**src/rtl/cache_ctrl_pkg.sv**
```systemverilog
// Shared types and default configuration for the write-buffered cache controller.
package cache_ctrl_pkg;

  typedef enum logic [1:0] {
    ST_IDLE,
    ST_DRAIN,
    ST_FILL
  } ctrl_state_e;

  localparam int DEF_DATA_W     = 32;
  localparam int DEF_LINE_WORDS = 2;
  localparam int DEF_IDX_W      = 17;
  localparam int DEF_BASE_ADDR  = 1024;
  localparam int DEF_WBUF_DEPTH = 4;

endpackage

```
**src/rtl/cache_wbuf_fifo.sv**
```systemverilog
// Posted-store FIFO of {address, data} pairs; pointers carry one extra wrap bit.
module cache_wbuf_fifo #(
  parameter int DATA_W = 32,
  parameter int DEPTH  = 4
) (
  input  logic              clk,
  input  logic              rst,
  input  logic              push,
  input  logic              pop,
  input  logic [31:0]       push_addr,
  input  logic [DATA_W-1:0] push_data,
  output logic              full,
  output logic              empty,
  output logic              last,
  output logic [31:0]       head_addr,
  output logic [DATA_W-1:0] head_data
);

  localparam int PTR_W = $clog2(DEPTH);

  logic [PTR_W:0]    wr_ptr;
  logic [PTR_W:0]    rd_ptr;
  logic [PTR_W:0]    used;
  logic [31:0]       addr_mem [DEPTH];
  logic [DATA_W-1:0] data_mem [DEPTH];

  assign used      = wr_ptr - rd_ptr;
  assign empty     = (wr_ptr == rd_ptr);
  assign full      = (wr_ptr[PTR_W] != rd_ptr[PTR_W]) &&
                     (wr_ptr[PTR_W-1:0] == rd_ptr[PTR_W-1:0]);
  assign last      = (used == (PTR_W+1)'(1));
  assign head_addr = addr_mem[rd_ptr[PTR_W-1:0]];
  assign head_data = data_mem[rd_ptr[PTR_W-1:0]];

  always_ff @(posedge clk or posedge rst) begin
    if (rst) begin
      wr_ptr <= '0;
      rd_ptr <= '0;
    end else begin
      if (push && !full) wr_ptr <= wr_ptr + 1'b1;
      if (pop && !empty) rd_ptr <= rd_ptr + 1'b1;
    end
  end

  // Storage is never reset; the pointers alone define what is valid.
  always_ff @(posedge clk) begin
    if (push && !full) begin
      addr_mem[wr_ptr[PTR_W-1:0]] <= push_addr;
      data_mem[wr_ptr[PTR_W-1:0]] <= push_data;
    end
  end

endmodule

```
**src/rtl/cache_ctrl_wbuf.sv**
```systemverilog
// Cache controller with posted write buffer; stores drain to SRAM before any miss fill.
// Optional CACHE_CTRL_STATS_EN adds saturating hit/miss/stall counters.
module cache_ctrl_wbuf
  import cache_ctrl_pkg::*;
#(
  parameter int DATA_W     = DEF_DATA_W,
  parameter int LINE_WORDS = DEF_LINE_WORDS,
  parameter int IDX_W      = DEF_IDX_W,
  parameter int BASE_ADDR  = DEF_BASE_ADDR,
  parameter int WBUF_DEPTH = DEF_WBUF_DEPTH
) (
  input  logic                         clk,
  input  logic                         rst,
  input  logic                         mem_read_en,
  input  logic                         mem_write_en,
  input  logic [31:0]                  address,
  input  logic [DATA_W-1:0]            write_data,
  output logic                         ready,
  output logic [DATA_W-1:0]            read_data,
  input  logic                         cache_hit,
  input  logic [DATA_W-1:0]            cache_read_data,
  output logic                         cache_read_en,
  output logic                         cache_write_en,
  output logic [IDX_W-1:0]             cache_addr,
  output logic [LINE_WORDS*DATA_W-1:0] cache_write_data,
  output logic                         check_invalid,
  input  logic                         sram_ready,
  output logic                         sram_read_en,
  output logic                         sram_write_en,
  output logic [31:0]                  sram_addr,
  output logic [DATA_W-1:0]            sram_write_data,
  input  logic [LINE_WORDS*DATA_W-1:0] sram_read_data
`ifdef CACHE_CTRL_STATS_EN
  ,
  output logic [31:0]                  hit_count,
  output logic [31:0]                  miss_count,
  output logic [31:0]                  stall_count
`endif
);

  localparam int          WSEL_W = $clog2(LINE_WORDS);
  localparam logic [31:0] BASE_W = 32'(BASE_ADDR);

  ctrl_state_e       state;
  logic              load;
  logic              store;
  logic              load_hit;
  logic              load_miss;
  logic              push;
  logic              pop;
  logic              fill_done;
  logic              full;
  logic              empty;
  logic              last;
  logic [31:0]       head_addr;
  logic [DATA_W-1:0] head_data;
  logic [IDX_W-1:0]  idx;
  logic [WSEL_W-1:0] word_sel;

  // A simultaneous read and write request is serviced as a load only.
  assign load      = mem_read_en;
  assign store     = mem_write_en & ~mem_read_en;
  assign load_hit  = load & cache_hit & (state != ST_FILL);
  assign load_miss = load & ~cache_hit;
  assign push      = store & ~full;
  assign pop       = (state == ST_DRAIN) & sram_ready;
  assign fill_done = (state == ST_FILL) & sram_ready;

  assign idx      = IDX_W'(({address[31:2], 2'b00} - BASE_W) >> 2);
  assign word_sel = WSEL_W'(address >> 2);

  cache_wbuf_fifo #(
    .DATA_W (DATA_W),
    .DEPTH  (WBUF_DEPTH)
  ) u_wbuf (
    .clk       (clk),
    .rst       (rst),
    .push      (push),
    .pop       (pop),
    .push_addr (address),
    .push_data (write_data),
    .full      (full),
    .empty     (empty),
    .last      (last),
    .head_addr (head_addr),
    .head_data (head_data)
  );

  // A fill may only start once every older store has reached SRAM.
  always_ff @(posedge clk or posedge rst) begin
    if (rst) begin
      state <= ST_IDLE;
    end else begin
      case (state)
        ST_IDLE: begin
          if (load_miss && empty)   state <= ST_FILL;
          else if (!empty || push)  state <= ST_DRAIN;
        end
        ST_DRAIN: begin
          if (sram_ready) begin
            if (!last || push)      state <= ST_DRAIN;
            else if (load_miss)     state <= ST_FILL;
            else                    state <= ST_IDLE;
          end
        end
        ST_FILL: begin
          if (sram_ready)           state <= ST_IDLE;
        end
        default:                    state <= ST_IDLE;
      endcase
    end
  end

  always_comb begin
    ready            = 1'b1;
    read_data        = '0;
    cache_read_en    = 1'b0;
    cache_write_en   = 1'b0;
    cache_addr       = '0;
    cache_write_data = '0;
    check_invalid    = 1'b0;
    sram_read_en     = 1'b0;
    sram_write_en    = 1'b0;
    sram_addr        = '0;
    sram_write_data  = '0;

    if (load || store) cache_addr = idx;

    // A full buffer refuses the store even if a pop frees a slot this cycle.
    if (store) begin
      ready         = ~full;
      check_invalid = ~full;
    end

    if (load) begin
      if (state == ST_FILL) begin
        ready = fill_done;
        if (fill_done) begin
          cache_write_en   = 1'b1;
          cache_write_data = sram_read_data;
          read_data        = sram_read_data[word_sel*DATA_W +: DATA_W];
        end
      end else if (load_hit) begin
        cache_read_en = 1'b1;
        read_data     = cache_read_data;
      end else begin
        ready = 1'b0;
      end
    end

    case (state)
      ST_DRAIN: begin
        sram_write_en   = 1'b1;
        sram_addr       = head_addr;
        sram_write_data = head_data;
      end
      ST_FILL: begin
        sram_read_en = 1'b1;
        sram_addr    = address;
      end
      default: ;
    endcase
  end

`ifdef CACHE_CTRL_STATS_EN
  function automatic logic [31:0] sat_inc(input logic [31:0] v);
    return (v == 32'hFFFF_FFFF) ? v : v + 32'd1;
  endfunction

  always_ff @(posedge clk or posedge rst) begin
    if (rst) begin
      hit_count   <= '0;
      miss_count  <= '0;
      stall_count <= '0;
    end else begin
      if (load_hit)                    hit_count   <= sat_inc(hit_count);
      if (fill_done && load)           miss_count  <= sat_inc(miss_count);
      if ((load || store) && !ready)   stall_count <= sat_inc(stall_count);
    end
  end
`endif

endmodule

```
**config.mk**
```make
export PLATFORM = sky130hd
export DESIGN_NAME = cache_ctrl_wbuf
export DESIGN_NICKNAME = d
export VERILOG_FILES = /design/src/rtl/cache_ctrl_pkg.sv /design/src/rtl/cache_wbuf_fifo.sv /design/src/rtl/cache_ctrl_wbuf.sv
export SDC_FILE = /design/constraint.sdc
export NUM_CORES = 1
export LEC_CHECK = 0
export CORE_MARGIN = 3
export CORE_UTILIZATION = 45
export DETAILED_ROUTE_END_ITERATION = 7
export PLACE_DENSITY = 0.72
export SLEW_MARGIN = 20
export SYNTH_ARGS = -nofsm -noshare
export SYNTH_HDL_FRONTEND = slang
export SYNTH_SLANG_ARGS = --single-unit
```
**constraint.sdc**
```tcl
create_clock -name clk -period 4 [get_ports clk]
set_input_delay 1.2 -clock clk [delete_from_list [all_inputs] [get_ports clk]]
set_output_delay 1.2 -clock clk [all_outputs]
set_load 0.02 [all_outputs]
```
; ---- After elaboration in Yosys (flattened, before gate mapping)
; Memory sizes are Yosys's and may differ from the RTL's.
; Index checks and enable logic that the tools add are counted.
[word_totals]
register_bits = 8
mem_count = 2
output_inout_bits = 183
elab_cells = 74
ramBits = 256
[memory_table]
columns = memory, depth, word_bits, rd, rd_clocked_by_memory_dff, write_ports, line
row1 = u_wbuf.addr_mem, 4, 32, 1, 0, 1, cache_wbuf_fifo.sv:24  ; logic [31:0] addr_mem [DEPTH];
row2 = u_wbuf.data_mem, 4, 32, 1, 0, 1, cache_wbuf_fifo.sv:25  ; logic [DATA_W-1:0] data_mem [DEPTH];
[classes]
bitwise_logic = 10
shift = 1
n_mux = 32
n_eq_ne = 10
n_reduce_logical = 12
addsub = 4
[op_table]
columns = op, count
row1 = $mux 64, 3
row2 = $mux 32, 5
row3 = $pmux 32 s2, 1
row4 = $shiftx 64x7->32, 1
row5 = $sub 19x11->19 const B, 1
row6 = $mux 17, 1
row7 = $mux 1, 15
row8 = $mux 2, 6
row9 = $and 1x1->1, 7
row10 = $add 3x1->3 const B, 2
row11 = $ne 2x2->1 const B, 3
row12 = $pmux 2 s3, 1
row13 = $logic_and 1x1->1, 4
row14 = $eq 3x1->1 const B, 1
row15 = $eq 3x3->1, 1
row16 = $logic_not 1->1, 3
row17 = $logic_or 1x1->1, 3
row18 = $ne 3x3->1 const B, 1
row19 = $not 1->1, 3
row20 = $reduce_and 3->1, 1
row21 = $sub 3x3->3, 1
row22 = $eq 2x1->1 const B, 1
row23 = $eq 2x2->1, 1
row24 = $eq 2x2->1 const B, 1
row25 = other kinds (2), 2

; ---- Depth between registers and ports, before layout
; Gate-level depths: netlist (run 1).
[logic_depth]
ltp_word = 8
ltp_mapped = 8
mapped_depth_nobuf = 6

; ---- By module
; From an unflattened synthesis (run 1), not the netlist that was laid out.
[unflattened]
cells_unflattened = 738
hier_area_um2 = 12072.8
[modules_own_cells]
columns = module, seq_area_each_um2, cells_each, area_each_um2, instances
row1 = cache_wbuf_fifo, 7837.5, 378, 9689.3, 1
row2 = cache_ctrl_wbuf, 50.0, 360, 2383.5, 1

; ---- Least setup slack after synthesis (run 1)
; No wires, ideal clock.
[synth_path]
kind = input to register
startpoint = input mem_read_en
endpoint = memory u_wbuf.addr_mem[3][0], enable pin
t_arrival_ns = 3.416
setup_time_ns = 0.430
stages = 3
path_slack_ns = 0.153
required_time_ns = 3.570
path_cell_list = nand2b_1 -> a31oi_2 -> and2_1
[synth_between]
elab_chain_len = 6
[synth_rtl]
columns = item, line
row1 = from (decl), cache_ctrl_wbuf.sv:14  ; input logic mem_read_en,
row2 = $not 1->1, cache_ctrl_wbuf.sv:62  ; assign store = mem_write_en & ~mem_read_en;
row3 = $and 1x1->1, cache_ctrl_wbuf.sv:62
row4 = $and 1x1->1, cache_ctrl_wbuf.sv:65  ; assign push = store & ~full;
row5 = $logic_and 1x1->1, cache_wbuf_fifo.sv:47  ; if (push && !full) begin
row6 = $mux 1, cache_wbuf_fifo.sv:47
row7 = $mux 1 (not written as such), cache_wbuf_fifo.sv:48  ; addr_mem[wr_ptr[PTR_W-1:0]] <= push_addr;
row8 = to (decl), cache_wbuf_fifo.sv:24
; Every way passes these cells.

; ---- Final worst setup path (run 1)
[layout_path]
startpoint = input mem_read_en
endpoint = output cache_write_data[38]
[layout_between]
elab_chain_len = 1
[layout_rtl]
columns = item, line
row1 = $mux 64, cache_ctrl_wbuf.sv:135  ; if (load) begin
row2 = to (decl), cache_ctrl_wbuf.sv:25  ; output logic [LINE_WORDS*DATA_W-1:0] cache_write_data,
; Every way passes these cells.

==> results.tsv, run 1 <==
metric	value	unit
status	finished, final reports clean	
drive_above_1_share	18.0	%
fmax	0.253	GHz
ios	349	
yosysSeqAreaShare	65.8	%
placedInstanceArea	16400	µm²
hold_viol_final	0	
routed_wl	34800	µm
drt-initial-drc-count	541	
relSlewSlack	61.2	%
layout.cells.non_filler	1509	
antenna_found_initial	3	
rsz0062_at_grt	no	
fin_util	65.7	%
fin_worst_skew	0.0220	ns
crit_fanout	38	
multi_input_area	3800	µm²
routed_via_density	5.37	
holdPathStages	1	
crit_path_end_kind	output pin	
holdBufCountCts	0	
hold_start	state[1]$_DFFE_PP0P_	
reg2regPathDepth	5	
grt_max_degree	70	
cts_buffer_depth	3	
seq_power_share	33.1	%
layout.nets	1329	
hold_slack	0.533	ns
fillerInstances	1942	
switchingPower	3470	µW
grt_overflow_total	0	
seq_area	7900	µm²
finalInstanceArea	17200	µm²
start_util	45.9	%
cts_tree	built	
synth_nets	927	
netlist_instances	749	
p_comb_share	44.0	%
final_max_slew_viol_count	0	
port_buffers	348	
clock_sinks	264	
synth_seq_cells	264	
gp_congestion	0.930	
cp-start-kind	primary input	
ys_warn_count	0	
core	26100	µm²
placedCellCount	1455	
track_usage	23.6	%
switching_share	32.6	%
min_to	state[1]$_DFFE_PP0P_	
path_buf_inv	5	
final_antenna_net_count	0	
syn_area	12000	µm²
path_cells	clkdlybuf4s50_1 -> buf_4 -> nand3_1 -> inv_2 -> buf_12 -> and2_1 -> dlygate4sd2_1	
period_share	98.9	%
fp.dieW	169	µm
setup_viol	0	
worstMarginPinSlew	0.582	ns
drtPass1Iterations	4	
r2r_start	u_wbuf.rd_ptr[0]$_DFFE_PP0P_	
synth.distinct_cells	39	
crit_cells	7	
r2r_setup_slack	1.65	ns
leakage	0.00645	µW
vdd_drop_max	0.000494	V
synth_area_leaders	edfxtp_1 64%, mux4_2 12%, and2_1 5.3%	
area_delta_synth_final	43.3	%
worst_path_max_delay_cell	clkdlybuf4s50_1	
critical_path_class	in2out	
route.detailed.drc	0	
hpwlAfterDp	24700	µm
timing.rr.end	u_wbuf.data_mem[0][21]$_DFFE_PP_	
cp_top_family	buffers and inverters	
syn_avg_cell_area	16.0	µm²
startpoint	mem_read_en	
clk_pin_slew_worst_paths	0.06	ns
period_needed	3.96	ns
worstPathArrival	2.76	ns
insertion_delay	0.54	ns
synth_top_area_share	64.1	%
dieHeight	169	µm
vias	8110	
yosys.area.top_type	edfxtp_1	
cts_buffers	27	
cts-root-buf	clkbuf_16	
power_frac_clock	22.8	%
cts_htree_levels	1	
min_path_type	reg2reg	
grt_first_pass_wirelength	50700	µm
cap_violations	0	
p_int	7160	µW
wire_per_inst	23.1	µm
crit_required	2.80	ns
die_area	28600	µm²
slowest_delay	0.46	ns
row_count	59	
powerDensity	619	nW/µm²
grt_pass1_vias	8211	
[cell usage in the layout, fill, tap and decap left out, types with 5 or more instances in the layout]
cell type	n
clkbuf_2	16
mux2i_1	32
clkinv_1	5
o21ai_0	15
nor2_1	53
buf_4	62
a22oi_1	32
and2_1	97
clkbuf_1	11
clkdlybuf4s50_1	223
dfrtp_1	6
clkbuf_16	27
xnor2_1	6
ha_1	9
dlygate4sd2_1	56
dlymetal6s2s_1	10
xor2_1	5
mux4_2	63
clkdlybuf4s15_1	33
nand2_1	16
buf_12	20
inv_1	11
a21oi_1	26
edfxtp_1	256
nor2b_1	40
[sequential cells by signal, summed over array words and instances, names as in the netlist]
register / flops
state: 2
u_wbuf.data_mem: 128
u_wbuf.wr_ptr: 3
u_wbuf.addr_mem: 128
u_wbuf.rd_ptr: 3
[worst max path at each step]
stage | endpoint | slack, ns
2_1_floorplan | u_wbuf.addr_mem[3][0]$_DFFE_PP_ | 0.15
6_report | cache_write_data[38] | 0.04
3_5_place_dp | cache_addr[13] | -0.49
3_3_place_gp | cache_addr[13] | -0.48
4_1_cts | cache_addr[4] | 0.0009
5_1_grt | read_data[2] | 0.0001
[cells in the mapped netlist (all sizes together)]
cell	count
a21oi	26
a22oi	32
a31oi	2
a32o	1
a32oi	1
and2	101
buf	20
clkbuf	29
dfrtp	8
edfxtp	256
fa	1
ha	11
inv	12
mux2i	32
mux4	64
nand2	16
nand2b	1
nand3	2
nand3b	1
nand4	1
nor2	54
nor2b	41
nor3	1
nor4	1
o211a	1
o21ai	15
o21bai	1
o31ai	3
o41ai	1
or3	1
or4	2
xnor2	6
xor2	5
[timing repair]
action                     CTS  global route
pin swaps                    2             1
cloned                       0             0
setup endpoints to repair  111            63
buffers inserted             2             0
resized for setup          125            75
[per-stage QoR]
step           setup TNS [ns]  total power [µW]  worst slack, ns
2_1_floorplan               0              6310            0.153
3_3_place_gp           -23.87              8290           -0.479
3_5_place_dp           -25.65              8330           -0.495
4_1_cts                     0             10800         0.000941
5_1_grt                     0             11100         0.000101
6_report                    0             10600           0.0443
[cell families (layout without fill, tap and decap cells)]
kind of cell / count (synthesis) / in the layout / share of synthesized area (%)
AOI/OAI and AO/OA: 83 / 83 / 4.44
xor gates and xnor gates: 11 / 11 / 0.804
adders and majority gates: 12 / 12 / 1.32
buffers and inverters: 61 / 484 / 2.69
DFF: 264 / 264 / 65.8
muxes: 96 / 96 / 14.7
other: 0 / 2 / 0
and+or+nand+nor: 222 / 222 / 10.2
[power groups by stage]
stage	combinational (µW)	sequential [µW]	clock, µW
5_1_grt	5000	3550	2590
3_5_place_dp	4730	3610	0
3_3_place_gp	4710	3590	0
4_1_cts	4760	3530	2480
2_1_floorplan	2760	3550	0
6_report	4680	3520	2430
[layout make-up]
| type | count | share of cell area, % |
|---|---|---|
| clock inverters | 12 | 0.838 |
| clock buffers | 38 | 4.18 |
| diodes | 2 | 0.0292 |
| multi-input cells | 424 | 22.2 |
| repair buffers | 422 | 24.1 |
| inverters | 12 | 0.262 |
| well taps | 335 | 2.44 |
| flip-flops and latches | 264 | 46.0 |
[worst reg2reg max path, cell delays in order, from the launching register on]
cell and delay (ns):
dfrtp_4 0.57, ha_1 0.39, a31oi_2 0.25, buf_4 0.19
and2_4 0.33, buf_12 0.28
[per-layer routing]
| metal | track usage [%] | wire length [µm] | vias to the layer above |
|---|---|---|---|
| li1 | - | - | 3672 |
| met1 | 29.0 | 13100 | 4047 |
| met2 | 41.8 | 18200 | 329 |
| met3 | 4.71 | 2390 | 60 |
| met4 | 8.11 | 1160 | 2 |
| met5 | 0 | 13 | - |
(Power assumes the default switching activity.)
==> run 2, diff against run 1 <==
Settings changed: CTS_CLUSTER_SIZE set to 25.
==> results of run 2 <==
The final DEF is identical to that of run 1; final timing and power are the same.
